File: config.mk
export PLATFORM = sky130hd
export DESIGN_NAME = char_pixel_gen
export DESIGN_NICKNAME = d
export VERILOG_FILES = /design/src/rtl/char_pixel_gen.sv
export SDC_FILE = /design/constraint.sdc
export NUM_CORES = 1
export LEC_CHECK = 0
export ABC_AREA = 0
export CORE_MARGIN = 3
export CORE_UTILIZATION = 30
export DETAILED_ROUTE_END_ITERATION = 12
export REMOVE_ABC_BUFFERS = 1
export SLEW_MARGIN = 30
export SYNTH_ARGS = -nofsm -noshare
export SYNTH_HDL_FRONTEND = slang
export SYNTH_SLANG_ARGS = --single-unit
File: constraint.sdc
create_clock -name clk_i -period 3.4 [get_ports clk_i]
set_input_delay 0.34 -clock clk_i [delete_from_list [all_inputs] [get_ports clk_i]]
set_output_delay 0.34 -clock clk_i [all_outputs]
set_load 0.03 [all_outputs]
File: src/rtl/char_pixel_gen.sv
// char_pixel_gen
// Text-mode pixel generator. Maps the beam position to a text-buffer address,
// maps the returned character plus glyph row to an 8x16 font address, then
// selects one pixel of the returned glyph row. hsync/vsync/active are
// delayed to match the 5-cycle pipeline.
//
// Optional feature macro: CURSOR_EN
//   When defined, a blinking underline cursor (glyph rows 14-15 of the
//   cursor cell) inverts the pixel. When undefined, the cursor ports are
//   ignored and no blink logic is built.
//
// Ports:
//   clk_i, rstn_i               pixel clock, asynchronous active-low reset
//   hcount_i, vcount_i          beam position
//   active_i, hsync_i, vsync_i  visible-area flag and raw syncs
//   tbuf_addr_o / tbuf_data_i   text buffer (synchronous read, 1-cycle latency)
//   font_addr_o / font_data_i   font memory (synchronous read, 1-cycle latency)
//   cursor_col_i, cursor_row_i  cursor cell position (CURSOR_EN only)
//   pixel_o                     pixel on/off
//   hsync_o, vsync_o, active_o  inputs delayed by 5 cycles
module char_pixel_gen #(
  parameter int COLS         = 80,
  parameter int ROWS         = 30,
  parameter int CNT_WIDTH    = 10,
  parameter int TADDR_WIDTH  = 12,
  parameter int FADDR_WIDTH  = 11,
  parameter int BLINK_FRAMES = 16
) (
  input  logic                   clk_i,
  input  logic                   rstn_i,
  input  logic [CNT_WIDTH-1:0]   hcount_i,
  input  logic [CNT_WIDTH-1:0]   vcount_i,
  input  logic                   active_i,
  input  logic                   hsync_i,
  input  logic                   vsync_i,
  output logic [TADDR_WIDTH-1:0] tbuf_addr_o,
  input  logic [7:0]             tbuf_data_i,
  output logic [FADDR_WIDTH-1:0] font_addr_o,
  input  logic [7:0]             font_data_i,
  input  logic [6:0]             cursor_col_i,
  input  logic [4:0]             cursor_row_i,
  output logic                   pixel_o,
  output logic                   hsync_o,
  output logic                   vsync_o,
  output logic                   active_o
);

  localparam int COL_W = CNT_WIDTH - 3;
  localparam int ROW_W = CNT_WIDTH - 4;

  logic [COL_W-1:0] col;
  logic [ROW_W-1:0] row;
  logic [2:0]       px;
  logic [3:0]       gy;

  assign col = hcount_i[CNT_WIDTH-1:3];
  assign row = vcount_i[CNT_WIDTH-1:4];
  assign px  = hcount_i[2:0];
  assign gy  = vcount_i[3:0];

  logic [TADDR_WIDTH-1:0] row_x_cols;
  logic [TADDR_WIDTH-1:0] tbuf_addr_d, tbuf_addr_q;
  logic [FADDR_WIDTH-1:0] font_addr_d, font_addr_q;
  logic                   pixel_d, pixel_q;
  logic [2:0]             px1_q, px2_q, px3_q, px4_q;
  logic [3:0]             gy1_q, gy2_q;
  logic                   inv3_q, inv4_q;
  // Bit k holds the input delayed by k+1 cycles.
  logic [4:0]             act_q, hsync_q, vsync_q;
  logic                   cur4;

  // Row base address; the 80-column case uses two shifts instead of a multiplier.
  // Results wrap modulo 2^TADDR_WIDTH by design.
  generate
    if (COLS == 80) begin : g_mul80
      assign row_x_cols = (TADDR_WIDTH'(row) << 6) + (TADDR_WIDTH'(row) << 4);
    end else begin : g_mul
      assign row_x_cols = TADDR_WIDTH'(row) * TADDR_WIDTH'(COLS);
    end
  endgenerate

  always_comb begin
    tbuf_addr_d = '0;
    if (active_i) begin
      tbuf_addr_d = row_x_cols + TADDR_WIDTH'(col);
    end
    font_addr_d = FADDR_WIDTH'({tbuf_data_i[6:0], gy2_q});
    pixel_d     = act_q[3] & (font_data_i[px4_q] ^ inv4_q ^ cur4);
  end

  always_ff @(posedge clk_i or negedge rstn_i) begin
    if (!rstn_i) begin
      tbuf_addr_q <= '0;
      font_addr_q <= '0;
      pixel_q     <= 1'b0;
      px1_q       <= '0;
      px2_q       <= '0;
      px3_q       <= '0;
      px4_q       <= '0;
      gy1_q       <= '0;
      gy2_q       <= '0;
      inv3_q      <= 1'b0;
      inv4_q      <= 1'b0;
      act_q       <= '0;
      hsync_q     <= '0;
      vsync_q     <= '0;
    end else begin
      tbuf_addr_q <= tbuf_addr_d;
      font_addr_q <= font_addr_d;
      pixel_q     <= pixel_d;
      px1_q       <= px;
      px2_q       <= px1_q;
      px3_q       <= px2_q;
      px4_q       <= px3_q;
      gy1_q       <= gy;
      gy2_q       <= gy1_q;
      inv3_q      <= tbuf_data_i[7];
      inv4_q      <= inv3_q;
      act_q       <= {act_q[3:0], active_i};
      hsync_q     <= {hsync_q[3:0], hsync_i};
      vsync_q     <= {vsync_q[3:0], vsync_i};
    end
  end

`ifdef CURSOR_EN
  localparam int BLINK_W = (BLINK_FRAMES > 1) ? $clog2(BLINK_FRAMES) : 1;

  logic [BLINK_W-1:0] frame_cnt_d, frame_cnt_q;
  logic               blink_d, blink_q;
  logic               vsync_prev_q;
  logic               cell_hit;
  logic [3:0]         cur_q;
  logic               unused_sink;

  // Frames are counted on the falling edge of the raw (active-low) vsync;
  // blink_q toggles every BLINK_FRAMES frames.
  always_comb begin
    frame_cnt_d = frame_cnt_q;
    blink_d     = blink_q;
    if (vsync_prev_q && !vsync_i) begin
      if (frame_cnt_q == BLINK_W'(BLINK_FRAMES - 1)) begin
        frame_cnt_d = '0;
        blink_d     = ~blink_q;
      end else begin
        frame_cnt_d = frame_cnt_q + BLINK_W'(1);
      end
    end
  end

  // Underline on glyph rows 14 and 15 of the cursor cell while blink is on.
  assign cell_hit = blink_q
                  && (col == COL_W'(cursor_col_i))
                  && (row == ROW_W'(cursor_row_i))
                  && (gy[3:1] == 3'b111);

  always_ff @(posedge clk_i or negedge rstn_i) begin
    if (!rstn_i) begin
      frame_cnt_q  <= '0;
      blink_q      <= 1'b0;
      vsync_prev_q <= 1'b0;
      cur_q        <= '0;
    end else begin
      frame_cnt_q  <= frame_cnt_d;
      blink_q      <= blink_d;
      vsync_prev_q <= vsync_i;
      cur_q        <= {cur_q[2:0], cell_hit};
    end
  end

  assign cur4        = cur_q[3];
  assign unused_sink = ^{32'(ROWS)};
`else
  logic unused_sink;

  assign cur4 = 1'b0;
  // Cursor ports and blink/row parameters have no role without the cursor.
  assign unused_sink = ^{cursor_col_i, cursor_row_i, 32'(ROWS), 32'(BLINK_FRAMES)};
`endif

  assign tbuf_addr_o = tbuf_addr_q;
  assign font_addr_o = font_addr_q;
  assign pixel_o     = pixel_q;
  assign hsync_o     = hsync_q[4];
  assign vsync_o     = vsync_q[4];
  assign active_o    = act_q[4];

endmodule

**Word level (Yosys, flattened, before mapping)**

Cells that the tools add are included.

- Input port bits: 53
- Bits in registers: 61
- Output and inout port bits: 27
- Logic and storage cells: 22

- Bitwise logic cells: 2
- Multiplexer cells: 3
- $lt $le $gt $ge: 1
- Add/sub/neg operators: 2

Operators with widths:

| operator | count |
|---|---|
| adder 12 x 10 -> 12 bit | 1 |
| adder 12 x 7 -> 12 bit | 1 |
| two-way mux 12 bit | 1 |
| less-than comparator 3 x 4 -> 1 bit (second input constant) | 1 |
| binary-select mux 1 bit (select 3 bit) | 1 |
| bitwise AND 1 bit | 1 |
| two-way mux 1 bit | 1 |
| XOR 1 bit | 1 |

**Longest topological paths before layout**

Gate-level depths: netlist (run 1).

- Depth in word-level cells: 4
- Depth in mapped cells: 8
- Gate-level depth less buffers: 8

**Worst setup path before layout (run 1)**

OpenSTA, ideal clock, no wires.

- Kind: in2reg
- Start: input hcount_i[9]
- End: register tbuf_addr_q[10], in the netlist tbuf_addr_o[10]
- Stages: 8
- Setup time: 139 ps
- Required time: 3261 ps
- Data arrival time: 2222 ps
- Setup slack: 1039 ps
- Path buffers: 0
- Cell sequence: inv_1 -> fa_1 -> inv_1 -> ha_1 -> a21oi_1 -> o21ai_0 -> and4b_1 -> or4_1

- Word-level cells in the longest chain between the ends: 2

RTL lines:

| what | RTL line | RTL |
|---|---|---|
| start, declared | 31 | `input logic [CNT_WIDTH-1:0] hcount_i,` |
| adder 12 x 7 -> 12 bit | 85 | `tbuf_addr_d = row_x_cols + TADDR_WIDTH'(col);` |
| two-way mux 12 bit | 84 | `if (active_i) begin` |
| net tbuf_addr_d[10] | 62 | `logic [TADDR_WIDTH-1:0] tbuf_addr_d, tbuf_addr_q;` |
| end signal, assigned | 108 | `tbuf_addr_q <= tbuf_addr_d;` |
| end, declared | 62 |  |

The timed path passes the listed nets, and every way through them passes these cells.

**Final worst setup path (run 1)**

- Start: input vcount_i[4]
- End: register tbuf_addr_q[10], in the netlist tbuf_addr_o[10]

- Word-level cells in the longest chain between the ends: 3

RTL lines:

| what | RTL line | RTL |
|---|---|---|
| start, declared | 32 | `input logic [CNT_WIDTH-1:0] vcount_i,` |
| adder 12 x 10 -> 12 bit | 76 | `assign row_x_cols = (TADDR_WIDTH'(row) << 6) + (TADDR_WIDTH'(row) << 4);` |
| adder 12 x 7 -> 12 bit | 85 |  |
| two-way mux 12 bit | 84 |  |
| net tbuf_addr_d[10] | 62 |  |

The timed path passes the listed nets, and every way through them passes these cells.

==> impl_metrics.csv, run 1 <==
group,metric,value,unit
run_status,status,"finished, final reports clean",
clock_tree,cts_tree,"done",
sta,rsz0062_at_grt,"false",
floorplan,start_util,31.4,%
sta,setup_tns,0,ps
routing,dr.pass1.iters,4,
sta,hold_viol,0,
clock_tree,clockBufferDepth,2,
floorplan,coreArea,6460,sq um
synth,seq_area_frac_synth,75.2,%
synth,synth_mux_area_share,3.08,%
sta,setup_violations,0,
global_routing,antenna_found_initial,0,
clock_tree,cts.sinks,61,
finish,fin_nets,270,
floorplan,rows,29,
pwr,p_leak,1.34,nW
finish,syn2layout_area_growth,48.2,%
routing,wirelength,3.44,mm
placed_design,portBuffers,67,
synth,synth_cell_types,26,
routing,drc,0,
floorplan,dieArea,7790,sq um
synth,synth_top_area_share,75.2,%
synth,syn_inst,126,
routing,ant_nets,0,
clock_tree,clk_pin_slew_worst_paths,70,ps
worst_setup_path,worstPathArrival,2870,ps
worst_setup_path,crit_path_cell_trace,"clkdlybuf4s50_1 > inv_1 > fa_1 > inv_1 > ha_1 > a21oi_1 > o21ai_0 > and4b_1 > or4_1",
synth,synthTopCellsByCount,"dfrtp_1, ha_1, inv_1, and2_1, nand2_1",
clock_tree,cts_setup_buffers,0,
finish,finish.utilization,46.6,%
synth,synth-adder-area-share,8.75,%
sta,clock_skew,4.64,ps
finish,fillers,603,
sta,finalMaxSlewViolations,0,
min_path,min_path_type,"input port to async pin",
worst_setup_path,critPathRequiredTime,3600,ps
worst_setup_path,endpoint_kind,"flip-flop",
finish,drive_gt1_share,8.13,%
worst_setup_path,cp_max_fo,3,
finish,antennaDiodeCount,0,
synth,synth_area_leader_cell,"dfrtp_1",
clock_tree,clk_latency,320,ps
synth,synth_edf_count,0,
sta,worst_pin_slew,604,ps
clock_tree,cts_made_buffers,9,
synth,synth_ff_type,"dfrtp_1",
global_routing,grt_overflow,0,
synth,synth_xor_area_share,0.431,%
global_routing,grt_usage,9.74,%
synth,yosysWarnings,0,
synth,synth_top_family_by_area,"adder cells",
placed_design,dpl.hpwl,2.53,mm
synth,ys_async_sr_fraction,100,%
synth,synth_compound_area_share,3.39,%
sta,fmax,0.375,GHz
placed_design,place_congestion,0.733,
pwr,irDropWorstVdd,199,uV
global_routing,grt_pass1_wl,5.60,mm
routing,wl_per_cell,12.0,um
floorplan,die_w,88.3,um
routing,dr_total_vias,1212,
worst_setup_path,crit_type,"input port to flip-flop",
worst_setup_path,crit_path_frequent_cell,"inv_1",
routing,viasPerCell,4.24,
synth,synth.cell_area,2030,sq um
sta,slew_headroom,59.8,%
synth,synth-simple-area-share,7.33,%
synth,synth.ff_latch_count,61,
clock_tree,postCtsHoldBufs,0,
synth,avgSynthCellArea,16.1,sq um
floorplan,die_h,88.3,um
worst_setup_path,max_stage_delay,550,ps
sta,fin_crit_sh,78.5,%
clock_tree,cts_max_level,3,
synth,yosysMostFrequentCell,"dfrtp_1",
sta,fin_crit,2670,ps
floorplan,boundaryPins,80,
routing,drtIter0Drc,24,
clock_tree,ctsResizeCount,0,
synth,ys_top_cells_by_area,"dfrtp_1, ha_1, mux4_1",
pwr,power_density,556,nW/um^2
global_routing,grt_pass1_vias,1241,
run,max_cap_viol_count,0,
clock_tree,cts_root_buffer,"clkbuf_8",
global_routing,grt_max_degree,52,
worst_setup_path,crit_slowest_cell,"fa_1",
worst_setup_path,cp-start-kind,"input port",
-- kinds of logic (layout without fill, tap and decap cells) --
| family | after synthesis | count (layout) |
|---|---|---|
| AO/OA/AOI/OAI | 10 | 10 |
| XOR/XNOR | 1 | 1 |
| adder cells (fa/ha/maj) | 13 | 13 |
| buffers and inverters | 10 | 93 |
| flip-flops | 61 | 61 |
| multiplexers | 3 | 3 |
| AND/OR/NAND/NOR | 28 | 28 |
-- placed cells by master, fill, tap and decap left out, types with 2 or more instances in the layout --
cell,Yosys,routed
o21ai_0,2,2
clkbuf_8,0,11
ha_1,11,11
clkdlybuf4s50_1,0,66
inv_1,9,9
mux4_1,2,2
a211oi_1,2,2
nor2_1,4,4
dfrtp_1,61,61
buf_4,0,2
and2_1,7,7
nand2_1,7,7
nor3_1,2,2
a21oi_1,2,2
fa_1,2,2
nor2b_1,2,2
-- critical path: cells and delay by family --
family	cells	cell delay, ps
fa+ha+maj	2	830
simple gates	2	720
buf+inv	3	600
compound gates	2	390
-- registers in the layout (all words and copies together), names as in the netlist --
| name | flops |
|---|---|
| vsync_q | 5 |
| inv4_q | 1 |
| font_addr_o | 11 |
| px1_q | 3 |
| inv3_q | 1 |
| gy1_q | 4 |
| px4_q | 3 |
| px2_q | 3 |
| act_q | 5 |
| tbuf_addr_o | 12 |
| hsync_q | 5 |
| px3_q | 3 |
| gy2_q | 4 |
| pixel_o | 1 |
-- where the power goes --
| part | total, mW | internal [mW] | switching (mW) |
|---|---|---|---|
| clock | 0.652 | 0.382 | 0.270 |
| combinational | 0.238 | 0.117 | 0.121 |
| sequential | 0.783 | 0.771 | 0.0120 |
-- through the flow --
stage	power, mW	setup slack (ps)	std cells	cell area (sq um)	hold slack [ps]
global route	1.76	579	286	3010	59.1
CTS	1.71	731	286	3010	38.8
detailed placement	1.04	371	270	2800	335
global placement	1.04	423	270	2800	332
finish	1.67	730	286	3010	31.1
floorplan	0.908	1040	125	2030	44.4
-- path summary, 6_finish.rpt --
check	from	to	slack, ps	depth (start not counted)
max in group asynchronous	rstn_i	font_addr_o[10]$_DFF_PN0_	2790	2
worst max register to register	px4_q[0]$_DFF_PN0_	pixel_o$_DFF_PN0_	1900	4
worst min register to register	gy2_q[2]$_DFF_PN0_	font_addr_o[2]$_DFF_PN0_	340	0
worst max-delay path	vcount_i[4]	tbuf_addr_o[10]$_DFF_PN0_	730	9
worst min-delay path	rstn_i	gy2_q[3]$_DFF_PN0_	30	1
min in group clk_i	gy2_q[2]$_DFF_PN0_	font_addr_o[2]$_DFF_PN0_	340	0
-- layer usage --
| metal | track usage [%] | vias up | share of wire (%) |
|---|---|---|---|
| li1 | - | 576 | - |
| met4 | 5.49 | 0 | 1.5 |
| met1 | 11.0 | 585 | 40 |
| met5 | 0 | - | 0 |
| met3 | 4.93 | 7 | 8.3 |
| met2 | 14.9 | 44 | 50 |
-- final cells by class --
cell class              count  area [sq um]  area share [%]
flip-flops and latches     61          1530            50.7
repair buffers             68           676            22.5
multi-input cells          55           467            15.5
clock buffers              12           155            5.16
well taps                  77          96.3            3.20
clock inverters             4          55.1            1.83
inverters                   9          33.8            1.12
No activity file was read; power rests on OpenSTA's default activity.
==> inputs of run 2 (changes only) <==
Clock period 3.4 ns to 2.7 ns, I/O delays scaled along.
==> impl_metrics.csv, run 2 (synthesis gave the netlist of run 1 again) <==
group,metric,value,unit
routing,wirelength,3.45,mm
global_routing,grt_usage,9.97,%
worst_setup_path,crit_slowest_cell,"fa_1",
sta,hold_viol,0,
clock_tree,cts_max_level,3,
worst_setup_path,crit_path_cell_trace,"clkdlybuf4s50_1 > inv_1 > fa_1 > inv_1 > ha_1 > a21oi_1 > o21ai_0 > and4b_1 > or4_1",
routing,drc,0,
routing,drtIter0Drc,13,
sta,fmax,0.389,GHz
sta,fin_crit,2570,ps
floorplan,die_h,88.3,um
finish,largest_register_ffs,12,
finish,drive_gt1_share,9.81,%
routing,wl_per_cell,11.9,um
run,max_cap_viol_count,0,
pwr,irDropWorstVdd,288,uV
sta,fin_crit_sh,95.1,%
floorplan,dieArea,7790,sq um
finish,syn2layout_area_growth,50.6,%
sta,clock_skew,5.14,ps
pwr,seq_power_share,46.7,%
clock_tree,ctsResizeCount,0,
sta,finalMaxSlewViolations,0,
placed_design,portBuffers,67,
worst_setup_path,crit_family,"adder cells",
clock_tree,cts.sinks,61,
global_routing,antenna_found_initial,0,
run_status,status,"finished, final reports clean",
global_routing,grt_overflow,0,
floorplan,start_util,31.4,%
sta,setup_violations,0,
sta,setup_tns,0,ps
floorplan,boundaryPins,80,
sta,worst_pin_slew,659,ps
finish,final_cell_mix,"clkdlybuf4s50_1, dfrtp_1, ha_1, clkbuf_8, inv_1",
sta,holdWs,343,ps
finish,final_common_cell,"clkdlybuf4s50_1",
pwr,p_leak,1.37,nW
finish,final-seq-area,1530,sq um
min_path,min_path_type,"flip-flop to flip-flop",
placed_design,dpl.hpwl,2.63,mm
clock_tree,cts_made_buffers,9,
floorplan,rows,29,
floorplan,coreArea,6460,sq um
sta,slew_headroom,56.1,%
pwr,power_density,691,nW/um^2
placed_design,post-place-cells,274,
pwr,combPwrFrac,14.7,%
clock_tree,cts_tree,"done",
finish,multi_input_area,467,sq um
worst_setup_path,crit_type,"input port to flip-flop",
global_routing,grt_pass1_wl,5.71,mm
routing,dr_total_vias,1225,
worst_setup_path,worstPathArrival,2760,ps
worst_setup_path,cp-start-kind,"input port",
pwr,p_sw,505,uW
finish,fillers,588,
worst_setup_path,critPathRequiredTime,2900,ps
worst_setup_path,endpoint_kind,"flip-flop",
sta,fin_ws,132,ps
routing,dr.pass1.iters,4,
clock_tree,cts_setup_buffers,0,
routing,viasPerCell,4.21,
pwr,clock_power_share,38.7,%
finish,fin_nets,275,
clock_tree,clk_pin_slew_worst_paths,70,ps
clock_tree,cts_root_buffer,"clkbuf_8",
clock_tree,clockBufferDepth,2,
placed_design,place_congestion,0.764,
global_routing,grt_max_degree,34,
clock_tree,clk_latency,320,ps
pwr,swShare,23.9,%
worst_setup_path,crit_path_frequent_cell,"inv_1",
worst_setup_path,path_buf_inv,3,
worst_setup_path,max_stage_delay,540,ps
pwr,p_int,1.61,mW
finish,antennaDiodeCount,0,
finish,instances_no_fill,291,
routing,ant_nets,0,
floorplan,die_w,88.3,um
sta,rsz0062_at_grt,"false",
global_routing,grt_pass1_vias,1304,
worst_setup_path,cp_max_fo,3,
placed_design,dpl_worst_slack,-213,ps
-- run 2: cell count changes in the layout (fill, tap and decap cells not counted) --
cell,previous run,this run
dlygate4sd3_1,0,1
buf_4,2,4
buf_12,0,1
buf_2,0,1
-- run 2: path summary, 6_finish.rpt --
kind	startpoint	endpoint	slack, ps	depth (start not counted)
min in group asynchronous	rstn_i	px3_q[0]$_DFF_PN0_	520	2
min	px1_q[1]$_DFF_PN0_	px2_q[1]$_DFF_PN0_	340	0
min reg2reg	px1_q[1]$_DFF_PN0_	px2_q[1]$_DFF_PN0_	340	0
max reg2reg	px4_q[0]$_DFF_PN0_	pixel_o$_DFF_PN0_	1220	4
max in group asynchronous	rstn_i	vsync_q[1]$_DFF_PN0_	1590	3
max	hcount_i[9]	tbuf_addr_o[10]$_DFF_PN0_	130	9
-- run 2: metrics by stage --
step	power (mW)	utilization [%]	cell area, sq um
2_1_floorplan	1.14	-	2030
3_3_place_gp	1.31	44.0	2840
3_5_place_dp	1.32	44.0	2840
4_1_cts	2.15	47.4	3060
5_1_grt	2.22	47.4	3060
6_report	2.11	47.4	3060
-- run 2: area by class of cell --
| cell class | count | share of cell area [%] |
|---|---|---|
| sequential | 61 | 49.9 |
| timing repair buffer | 73 | 23.7 |
| multi-input combinational | 55 | 15.3 |
| clock buffer | 12 | 5.07 |
| tap | 77 | 3.15 |
| clock inverter | 4 | 1.80 |
| inverter | 9 | 1.10 |
-- run 2: per-layer routing --
metal | vias to the layer above | GRT usage (%) | routed length [um]
met3 | 2 | 5.49 | 269
met4 | 0 | 5.08 | 8
met2 | 40 | 16.3 | 1760
li1 | 589 | - | -
met5 | - | 0 | 0
met1 | 594 | 10.3 | 1410
-- run 2: power by group through the flow --
stage	Sequential, mW	Combinational (mW)	Clock, mW
after floorplan	1.07	0.0764	0
after global placement	1.00	0.309	0
after detailed placement	1.00	0.314	0
after CTS	0.987	0.316	0.850
after global routing	0.992	0.338	0.894
final	0.986	0.310	0.817
-- run 2: timing repair --
action,in CTS,in global routing
endpoints found under the hold margin,25,0
setup endpoints to repair,0,0
hold buffers,1,0
==> inputs of run 3 (changes only) <==
Settings changed: CORE_MARGIN 3 to 2.
==> impl_metrics.csv, run 3 (synthesis gave the netlist of run 1 again) <==
group,metric,value,unit
routing,ant_nets,0,
placed_design,dpl_worst_slack,-206,ps
floorplan,boundaryPins,80,
routing,wl_per_cell,11.8,um
pwr,power_density,714,nW/um^2
global_routing,grt_pass1_wl,5.64,mm
finish,fin_nets,274,
worst_setup_path,crit_type,"input port to flip-flop",
finish,final_cell_mix,"clkdlybuf4s50_1, dfrtp_1, ha_1, clkbuf_8, inv_1",
sta,worst_pin_slew,732,ps
sta,slew_headroom,51.2,%
sta,finalMaxSlewViolations,0,
routing,drtIter0Drc,60,
floorplan,dieArea,7440,sq um
min_path,min_path_type,"input port to async pin",
global_routing,grt_max_degree,62,
sta,clock_skew,6.26,ps
clock_tree,cts.sinks,61,
routing,wirelength,3.43,mm
sta,fin_crit,2500,ps
finish,final_common_cell,"clkdlybuf4s50_1",
floorplan,die_w,86.3,um
floorplan,coreArea,6460,sq um
floorplan,die_h,86.3,um
run,max_cap_viol_count,0,
routing,viasPerCell,4.24,
worst_setup_path,cp_max_fo,3,
placed_design,portBuffers,67,
finish,antennaDiodeCount,0,
pwr,irDropWorstVdd,272,uV
routing,dr_total_vias,1230,
sta,fin_crit_sh,92.8,%
global_routing,grt_overflow,0,
routing,drc,0,
floorplan,rows,29,
global_routing,antenna_found_initial,0,
global_routing,grt_usage,10.3,%
worst_setup_path,endpoint_kind,"flip-flop",
clock_tree,cts_root_buffer,"clkbuf_8",
clock_tree,cts_max_level,3,
finish,drive_gt1_share,9.86,%
sta,rsz0062_at_grt,"false",
placed_design,dpl.hpwl,2.42,mm
sta,fin_ws,196,ps
clock_tree,clk_pin_slew_worst_paths,60,ps
placed_design,place_congestion,0.707,
worst_setup_path,worstPathArrival,2700,ps
global_routing,grt_pass1_vias,1201,
finish,largest_register_ffs,12,
sta,fmax,0.399,GHz
clock_tree,clk_latency,320,ps
pwr,p_leak,1.38,nW
worst_setup_path,cp-start-kind,"input port",
worst_setup_path,worstReg2RegStart,"px4_q[0]$_DFF_PN0_",
floorplan,start_util,31.4,%
clock_tree,clockBufferDepth,2,
run_status,status,"finished, final reports clean",
finish,syn2layout_area_growth,50.3,%
clock_tree,cts_tree,"done",
worst_setup_path,critPathRequiredTime,2900,ps
sta,setup_violations,0,
sta,hold_viol,0,
clock_tree,cts_setup_buffers,0,
pwr,fin_total_pwr,2.18,mW
routing,dr.pass1.iters,4,
finish,fillers,593,
worst_setup_path,critPathLaunch,"vcount_i[4]",
clock_tree,cts_made_buffers,9,
## run 3: area by class of cell
class	instances	area, sq um	area share [%]
clock buffers	12	155	5.08
flip-flops and latches	61	1530	50.0
multi-input cells	55	467	15.3
inverters	9	33.8	1.11
well taps	77	96.3	3.16
clock inverters	4	70.1	2.30
repair buffers	72	703	23.0
## run 3: worst max-delay path, stage by stage
cell             delay [ps]
clkdlybuf4s50_1         480
inv_1                    60
fa_1                    520
inv_1                    50
ha_1                    290
a21oi_1                 200
o21ai_1                 140
and4b_1                 200
or4_1                   490
## run 3: final timing paths
kind                                        endpoint  slack [ps]  depth (start not counted)
max                        tbuf_addr_o[10]$_DFF_PN0_         200                          9
min                             hsync_q[4]$_DFF_PN0_         100                          2
max reg2reg                        pixel_o$_DFF_PN0_        1220                          4
min reg2reg                     vsync_q[2]$_DFF_PN0_         340                          0
max in group asynchronous  font_addr_o[10]$_DFF_PN0_        2120                          2
min in group clk_i              vsync_q[2]$_DFF_PN0_         340                          0
## run 3: metrics by stage
| stage | cells | util [%] | area (sq um) | setup TNS, ps | hold slack, ps |
|---|---|---|---|---|---|
| 6_report | 290 | 47.2 | 3050 | 0 | 99.6 |
| 3_3_place_gp | 274 | 43.8 | 2830 | -141 | 332 |
| 2_1_floorplan | 125 | - | 2030 | 0 | -25.6 |
| 3_5_place_dp | 274 | 43.8 | 2830 | -206 | 335 |
| 5_1_grt | 290 | 47.2 | 3050 | 0 | 150 |
| 4_1_cts | 290 | 47.2 | 3050 | 0 | 115 |
## run 3: timing repair
| item | CTS | global route |
|---|---|---|
| resized for setup | 0 | 1 |
| hold buffers | 0 | 0 |
| setup endpoints to repair | 0 | 1 |
## run 3: routing by layer
layer / part of all wire, % / global-route usage, % / up-vias
li1: - / - / 583
met1: 43 / 13.2 / 598
met2: 47 / 14.5 / 45
met3: 8.4 / 5.24 / 4
met4: 0.93 / 5.11 / 0
met5: 0 / 0 / -
## run 3: power breakdown
group / internal (mW) / switching [mW]
clock network: 0.567 / 0.318
logic: 0.153 / 0.154
registers: 0.971 / 0.0158
